## src/rtl/fetch_pkg.sv

```systemverilog
// Shared types for the fetch stage: default widths, FSM state encoding and
// the {pc, instr} record carried through the prefetch queue.
package fetch_pkg;

  localparam int FETCH_ADDR_W  = 16;
  localparam int FETCH_INSTR_W = 16;

  typedef enum logic {
    IDLE  = 1'b0,
    FETCH = 1'b1
  } fetch_state_e;

  typedef struct packed {
    logic [FETCH_ADDR_W-1:0]  pc;
    logic [FETCH_INSTR_W-1:0] instr;
  } fetch_entry_t;

endpackage

```

## src/rtl/fetch_fifo.sv

```systemverilog
// Prefetch queue for fetch_entry_t records: push/pop/clear with occupancy count.
// Clear wins over push and pop in the same cycle.
module fetch_fifo
  import fetch_pkg::*;
#(
  parameter  int DEPTH = 2,
  localparam int PTR_W = $clog2(DEPTH),
  localparam int CNT_W = PTR_W + 1
) (
  input  logic               clk,
  input  logic               rst_n,
  input  logic               push,
  input  fetch_entry_t       push_data,
  input  logic               pop,
  input  logic               clear,
  output fetch_entry_t       head_data,
  output logic [CNT_W-1:0]   count,
  output logic               empty
);

  logic [PTR_W-1:0] wr_ptr_q, wr_ptr_d;
  logic [PTR_W-1:0] rd_ptr_q, rd_ptr_d;
  logic [CNT_W-1:0] count_q, count_d;
  fetch_entry_t     mem_q [DEPTH];
  logic             full_s, push_ok_s, pop_ok_s;

  assign full_s    = (count_q == CNT_W'(DEPTH));
  assign empty     = (count_q == CNT_W'(0));
  assign push_ok_s = push && !full_s;
  assign pop_ok_s  = pop && !empty;

  // Next-state pointers and occupancy
  always_comb begin
    wr_ptr_d = wr_ptr_q;
    rd_ptr_d = rd_ptr_q;
    count_d  = count_q;
    if (clear) begin
      wr_ptr_d = PTR_W'(0);
      rd_ptr_d = PTR_W'(0);
      count_d  = CNT_W'(0);
    end else begin
      if (push_ok_s) wr_ptr_d = wr_ptr_q + PTR_W'(1);
      else           wr_ptr_d = wr_ptr_q;
      if (pop_ok_s)  rd_ptr_d = rd_ptr_q + PTR_W'(1);
      else           rd_ptr_d = rd_ptr_q;
      case ({push_ok_s, pop_ok_s})
        2'b10:   count_d = count_q + CNT_W'(1);
        2'b01:   count_d = count_q - CNT_W'(1);
        default: count_d = count_q;
      endcase
    end
  end

  // Pointer, count and storage registers
  always_ff @(posedge clk or negedge rst_n) begin
    if (!rst_n) begin
      wr_ptr_q <= PTR_W'(0);
      rd_ptr_q <= PTR_W'(0);
      count_q  <= CNT_W'(0);
      for (int i = 0; i < DEPTH; i++) mem_q[i] <= '0;
    end else begin
      wr_ptr_q <= wr_ptr_d;
      rd_ptr_q <= rd_ptr_d;
      count_q  <= count_d;
      if (push_ok_s && !clear) mem_q[wr_ptr_q] <= push_data;
    end
  end

  assign head_data = mem_q[rd_ptr_q];
  assign count     = count_q;

endmodule

```

## src/rtl/instruction_fetch_unit.sv

```systemverilog
// Fetch stage between instruction_pointer, instruction memory and decode.
// Optional memory-stall counter enabled by defining FETCH_STATS_EN.
module instruction_fetch_unit
  import fetch_pkg::*;
#(
  parameter int ADDR_W     = FETCH_ADDR_W,
  parameter int INSTR_W    = FETCH_INSTR_W,
  parameter int FIFO_DEPTH = 2
) (
  input  logic               clk,
  input  logic               rst_n,
  input  logic               fetch_en,
  input  logic [ADDR_W-1:0]  ip,
  output logic               inc_ip,
  output logic               load_ip,
  output logic [ADDR_W-1:0]  ip_in,
  input  logic               redirect,
  input  logic [ADDR_W-1:0]  redirect_pc,
  output logic               mem_req,
  output logic [ADDR_W-1:0]  mem_addr,
  input  logic               mem_ready,
  input  logic [INSTR_W-1:0] mem_rdata,
  output logic               inst_valid,
  input  logic               inst_ready,
  output logic [INSTR_W-1:0] inst_data,
  output logic [ADDR_W-1:0]  inst_pc,
  output logic [15:0]        stall_cnt
);

  localparam int CNT_W = $clog2(FIFO_DEPTH) + 1;

  fetch_state_e     state_q;
  logic             mem_req_s, beat_s, pop_s, empty_s;
  logic [CNT_W-1:0] count_s;
  fetch_entry_t     push_entry_s, head_entry_s;

  // A redirect suppresses the request, so no beat (and no push) can coincide with it
  assign mem_req_s = (state_q == FETCH) && (count_s < CNT_W'(FIFO_DEPTH)) && !redirect;
  assign beat_s    = mem_req_s && mem_ready;
  assign pop_s     = !empty_s && inst_ready;

  assign push_entry_s.pc    = ip;
  assign push_entry_s.instr = mem_rdata;

  fetch_fifo #(
    .DEPTH (FIFO_DEPTH)
  ) u_fifo (
    .clk       (clk),
    .rst_n     (rst_n),
    .push      (beat_s),
    .push_data (push_entry_s),
    .pop       (pop_s),
    .clear     (redirect),
    .head_data (head_entry_s),
    .count     (count_s),
    .empty     (empty_s)
  );

  // Fetch FSM; a pending request keeps FETCH alive until its beat completes
  always_ff @(posedge clk or negedge rst_n) begin
    if (!rst_n) begin
      state_q <= IDLE;
    end else begin
      case (state_q)
        IDLE:    state_q <= fetch_en ? FETCH : IDLE;
        FETCH:   state_q <= (fetch_en || (mem_req_s && !mem_ready)) ? FETCH : IDLE;
        default: state_q <= IDLE;
      endcase
    end
  end

  assign mem_req    = mem_req_s;
  assign mem_addr   = ip;
  assign inc_ip     = beat_s;
  assign load_ip    = redirect;
  assign ip_in      = redirect ? redirect_pc : {ADDR_W{1'b0}};
  assign inst_valid = !empty_s;
  assign inst_data  = head_entry_s.instr;
  assign inst_pc    = head_entry_s.pc;

`ifdef FETCH_STATS_EN
  logic [15:0] stall_cnt_q;

  // Saturating count of cycles spent waiting on memory
  always_ff @(posedge clk or negedge rst_n) begin
    if (!rst_n) begin
      stall_cnt_q <= 16'h0000;
    end else if (mem_req_s && !mem_ready && (stall_cnt_q != 16'hFFFF)) begin
      stall_cnt_q <= stall_cnt_q + 16'h0001;
    end else begin
      stall_cnt_q <= stall_cnt_q;
    end
  end

  assign stall_cnt = stall_cnt_q;
`else
  assign stall_cnt = 16'h0000;
`endif

endmodule

```

## config.mk

```make
export PLATFORM = sky130hd
export DESIGN_NAME = instruction_fetch_unit
export DESIGN_NICKNAME = d
export VERILOG_FILES = /design/src/rtl/fetch_pkg.sv /design/src/rtl/fetch_fifo.sv /design/src/rtl/instruction_fetch_unit.sv
export SDC_FILE = /design/constraint.sdc
export NUM_CORES = 1
export LEC_CHECK = 0
export ABC_AREA = 1
export CAP_MARGIN = 20
export CORE_ASPECT_RATIO = 1.75
export CORE_MARGIN = 2
export CORE_UTILIZATION = 30
export CTS_CLUSTER_DIAMETER = 50
export DETAILED_ROUTE_END_ITERATION = 8
export PLACE_DENSITY = 0.68
export SETUP_SLACK_MARGIN = 0.4
export SLEW_MARGIN = 10
export SYNTH_ARGS = -nofsm -noshare
export SYNTH_HDL_FRONTEND = slang
export SYNTH_SLANG_ARGS = --single-unit
```

## constraint.sdc

```tcl
create_clock -name clk -period 1.6 [get_ports clk]
set_clock_uncertainty 0.2 [all_clocks]
set_input_delay 0.32 -clock clk [delete_from_list [all_inputs] [get_ports clk]]
set_output_delay 0.32 -clock clk [all_outputs]
set_load 0.02 [all_outputs]
```

# [Word level (Yosys, flattened, before mapping)]
# Cells that the tools add are included.
[totals] regBits=69 out_inout_bits=84
[op_classes] add_sub_neg=4 order_cmp=4 n_eq_ne=3 mux=16 n_bitwise=3 n_reduce_logical=18
[op_table] cell="32-bit 2-to-1 mux" count=4
[op_table] cell="64-bit bitwise mux" count=1
[op_table] cell="32-bit demux with 1-bit select" count=1
[op_table] cell="16-bit 2-to-1 mux" count=1
[op_table] cell="1-bit logical AND" count=9
[op_table] cell="1-bit 2-to-1 mux" count=6
[op_table] cell="2-bit == test (second input constant)" count=2
[op_table] cell="2-bit greater-or-equal comparator (second input constant)" count=2
[op_table] cell="1-bit logical NOT" count=4
[op_table] cell="1-bit NOT with 2-bit output" count=2
[op_table] cell="2-bit one-hot mux with 2 select lines" count=1
[op_table] cell="2-bit nonzero test" count=2
[op_table] cell="3-bit nonzero test" count=1
[op_table] cell="1-bit adder (second input constant)" count=2
[op_table] cell="2-bit by 1-bit adder with 2-bit output (second input constant)" count=1
[op_table] cell="2-bit by 1-bit == test with 1-bit output (second input constant)" count=1
[op_table] cell="2-bit logical NOT" count=1
[op_table] cell="2-bit by 1-bit < comparator with 1-bit output (second input constant)" count=1
[op_table] cell="2-bit < comparator (second input constant)" count=1
[op_table] cell="2-bit 2-to-1 mux" count=1
[op_table] cell="1-bit one-hot mux with 2 select lines" count=1
[op_table] cell="2-bit by 1-bit subtractor with 2-bit output (second input constant)" count=1
[op_table] cell="1-bit logical OR" count=1
[op_table] cell="1-bit NOT" count=1

# [Depth between registers and ports, before layout]
# Gate-level depths: netlist of run 1.
[logic_depth] depth_word=8 depth_mapped=7 depth_no_buf=7

# [Modules after synthesis]
# From an unflattened synthesis of run 1, not the netlist that was laid out.
[hier_totals] cells_unflattened=456 area_unflattened_um2=3757.4
[by_module_without_submodules] mod="fetch_fifo" n_inst=1 cells_per_inst=376 area_each_um2=3283.1 seq_area_each_um2=1701.6
[by_module_without_submodules] mod="instruction_fetch_unit" n_inst=1 cells_per_inst=80 area_each_um2=474.2 seq_area_each_um2=25.0

# [Least setup slack after synthesis of run 1]
# No wires, ideal clock.
[synth_path] path_kind="reg2out" from="register u_fifo.rd_ptr_q" to="output inst_pc[10]" arrival_ps=1224 required_ps=1080 path_slack_ps=-144 stages_incl_launch_ff=4 n_path_buf=2 cell_sequence="dfrtp_1 -> clkbuf_1 -> clkbuf_1 -> o21ai_0"
[synth_between] elab_chain_len=4
[synth_rtl] item="start: declaration" line="fetch_fifo.sv:22" rtl="logic [PTR_W-1:0] rd_ptr_q, rd_ptr_d;"
[synth_rtl] item="start signal: assignment" line="fetch_fifo.sv:63" rtl="rd_ptr_q <= rd_ptr_d;"
[synth_rtl] item="1-bit NOT with 2-bit output (implied by the code)" line="fetch_fifo.sv:69" rtl="assign head_data = mem_q[rd_ptr_q];"
[synth_rtl] item="32-bit 2-to-1 mux (implied by the code) (3 in series)" line="fetch_fifo.sv:69"
[synth_rtl] item="end: declaration" line="instruction_fetch_unit.sv:26" rtl="output logic [ADDR_W-1:0] inst_pc,"
# No other way between the ends. The select of a mux whose other input is x is not followed.

# [Final worst setup path of run 1]
# Same ends and word-level chain as after synthesis.

==> summary.md, run 1 <==
| Metric | Value |
|---|---|
| Setup TNS | `-30.15 ns` |
| CP peak stage delay | `around 0.53 ns` |
| TritonCTS Buffers | `9` |
| Vias in the first global route | `roughly 4,100` |
| Minimum clock period | `just over 2 ns` |
| VDD IR max | `approximately 0.93 mV` |
| Overall routed net length | `14,200 um` |
| ANT cells | `0` |
| Final setup fails | `102` |
| Drt initial violations | `approximately 220` |
| Fin util | `0.673` |
| Largest net degree at the start of global routing | `36` |
| Req. time, crit path | `about 1.1 ns` |
| Internal | `roughly 5.0 mW` |
| Clock slew at reported path FFs | `roughly 0.06 ns` |
| Share of power burned in registers | `0.319` |
| DP Worst Slack | `-0.684 ns` |
| Crit path kind | `register to primary output` |
| Core area | `around 11,000 sq um` |
| Post-DRT Antenna Nets | `0` |
| Port Buffers | `around 120` |
| Gpl congestion | `just over 0.8` |
| Clock sinks | `69` |
| Mapped Cells | `451` |
| Fmax | `~0.49 GHz` |
| CP Launch Type | `register` |
| Crit share post-route | `1.28` |
| Status | `finished with violations` |
| Die Height | `147 um` |
| Sw power | `2.57 mW` |
| Io pins | `138` |
| Die ar. | `~13,000 sq um` |
| Critical path launch point | `u_fifo.rd_ptr_q` |
| TritonRoute pass-1 iters | `4` |
| Worst-Skew Late Latency | `approximately 0.33 ns` |
| Post-synthesis sequential area ratio | `0.494` |
| Total power | `between 7 and 8 mW` |
| Initial Util | `0.306` |
| Sw frac | `0.339` |
| Comb power frac | `0.408` |
| Area added between synthesis and finish | `120%` |
| CTS tree | `done` |
| Critical path buffer and inverter count | `4` |
| Die width | `85.6 um` |
| Setup ws final | `-0.452 ns` |
| Gr busiest metal | `met2` |
| Layout cells sized above 1 | `0.649` |
| Maxcap violations | `0` |
| GRT Util Overall | `0.220` |
| Final hold vios | `0` |
| H-tree depth | `3` |
| First-pass GRT wire length | `~21,000 um` |
| Nets@finish | `between 700 and 800` |
| Top Family by Delay on Critical Path | `buffers and inverters` |
| GR Util met2 | `0.413` |
| Failing checks | `setup timing` |
| CP max-delay cell | `dfrtp_4` |
| Initial antenna violation count | `0` |
| Crit-path cells | `buf_12 -> buf_12 -> buf_6 -> o21ai_4 -> buf_6` |
| Synthesized area per cell | `roughly 7.8 sq um` |
| Design area | `between 7000 and 8000 sq um` |
| Residual DRC | `0` |
| DR vias/cell | `4.82` |
| Clock power share | `0.273` |
| Worst R2R Start | `u_fifo.count[1]` |
| Total grt overflow | `0` |
| Count of cell types in the netlist | `20` |
| Rows | `between 50 and 60` |
| Clock Path Buffers | `2` |
| PwrDens | `approximately 980 nW/um^2` |
| DP Area | `around 5400 sq um` |
| Worst hold start | `ip[6]` |
| Synth Cell Area | `roughly 3500 sq um` |
| Pleak | `around 3.9 nW` |
| Crit path max fanout | `5` |
| Via count | `approximately 3,800` |
| HP Class | `primary input to register` |
| Clock root buffer | `clkbuf_16` |
| YS warnings | `0` |
| Critical Path AT | `between 1.5 and 2 ns` |
| M3 GR Usage | `0.0410` |
| RSZ-0062 raised after global routing | `true` |
| DP HPWL | `roughly 7000 um` |
| CP Capture Type | `primary output` |
| #FFs+latches synth | `slightly below 70` |
| GR Util met1 | `0.230` |
| Max-slew violations | `0` |
| WL per Instance | `18.1 um` |
## power by group through the flow
stage	clock [mW]	sequential [mW]	combinational [mW]
after global routing	2.18	2.44	3.28
after CTS	2.09	2.35	2.81
after detailed placement	0	2.37	2.15
after floorplan	0	2.30	1.29
after global placement	0	2.35	2.11
final	2.07	2.41	3.09
## cells in the mapped netlist
| master | instances | share of area |
|---|---|---|
| a21oi_1 | 2 | 0.0029 |
| buf_1 | 1 | 0.0011 |
| buf_2 | 6 | 0.0086 |
| buf_4 | 38 | 0.082 |
| buf_6 | 1 | 0.0032 |
| clkbuf_1 | 11 | 0.012 |
| conb_1 | 1 | 0.0011 |
| dfrtp_1 | 69 | 0.49 |
| inv_1 | 56 | 0.060 |
| nand2_1 | 151 | 0.16 |
| nand3_1 | 1 | 0.0014 |
| nand3_4 | 1 | 0.0050 |
| nand4_1 | 3 | 0.0054 |
| nor2_1 | 6 | 0.0064 |
| nor2_2 | 1 | 0.0018 |
| nor2_4 | 1 | 0.0032 |
| nor2_8 | 1 | 0.0057 |
| o21ai_0 | 99 | 0.14 |
| o21ai_1 | 1 | 0.0014 |
| o21bai_1 | 1 | 0.0021 |
## registers in the layout, indices dropped and copies added (netlist names)
signal and cells:
u_fifo.mem_q 64, u_fifo.count 2, state_q 1, u_fifo.rd_ptr_q 1, u_fifo.wr_ptr_q 1
## tightest hold or removal path: cells and delay by family
family / cells / cell delay (ns)
AND/OR/NAND/NOR: 2 / 0.09
buffers and inverters: 2 / 0.24
## layout make-up
class                   instances  area (sq um)
well taps                     135           169
flip-flops and latches         69          1730
clock buffers                  13           270
clock inverters                 3          42.5
repair buffers                227          2870
multi-input cells             284          2410
fillers                       818          3750
inverters                      56           215
## path summary, 6_finish.rpt
kind	slack, ns	cells after the start	end
hold / removal	0.15	4	u_fifo.mem_q[22]
hold reg to reg	0.29	2	u_fifo.mem_q[28]
setup reg to reg	-0.38	11	u_fifo.mem_q[55]
max in group asynchronous	0.51	3	u_fifo.mem_q[49]
min in group asynchronous	0.22	2	u_fifo.mem_q[36]
setup / recovery	-0.45	5	inst_pc[10]
## kinds of logic after synthesis
family / Yosys count / share of synthesized area
simple gates: 165 / 0.191
buf+inv: 113 / 0.166
compound gates: 103 / 0.148
flops: 69 / 0.494
other cells: 1 / 0.00107
## metal layers
metal	wire (um)	share of wire
met1	4870	0.34
met5	0	0
met2	8350	0.59
met3	646	0.045
met4	350	0.025
## per-stage QoR
step / hold WS, ns / instances
final: 0.147 / 787
after global routing: 0.163 / 787
after CTS: 0.221 / 782
after detailed placement: 0.0513 / 713
after global placement: 0.0370 / 713
after floorplan: -0.176 / 466
## placed cells by master, fill, tap and decap left out, types with 9 or more instances in the layout
cell / count
nand2_1: 33
nand2_4: 65
clkdlybuf4s50_1: 19
clkbuf_16: 9
nand2_2: 53
o21ai_1: 18
buf_12: 21
inv_1: 36
conb_1: 16
buf_4: 34
clkdlybuf4s15_1: 22
buf_6: 95
dfrtp_1: 68
o21ai_4: 27
o21ai_2: 49
inv_2: 18
buf_16: 19
## what timing repair did
item                       CTS  global route
setup buffers               33             5
setup endpoints to repair  137           158
hold buffers                 1             0
resized for setup          708           139
hold endpoints to repair    10             0
cloned                      19             0
pin swaps                   25            24
No activity file was read; power rests on OpenSTA's default activity.
==> inputs of run 2 (changes only) <==
CTS_CLUSTER_SIZE = 25   (was not set)
==> results of run 2 <==
Same layout as run 1: the final DEF is identical, and so are final timing and power.
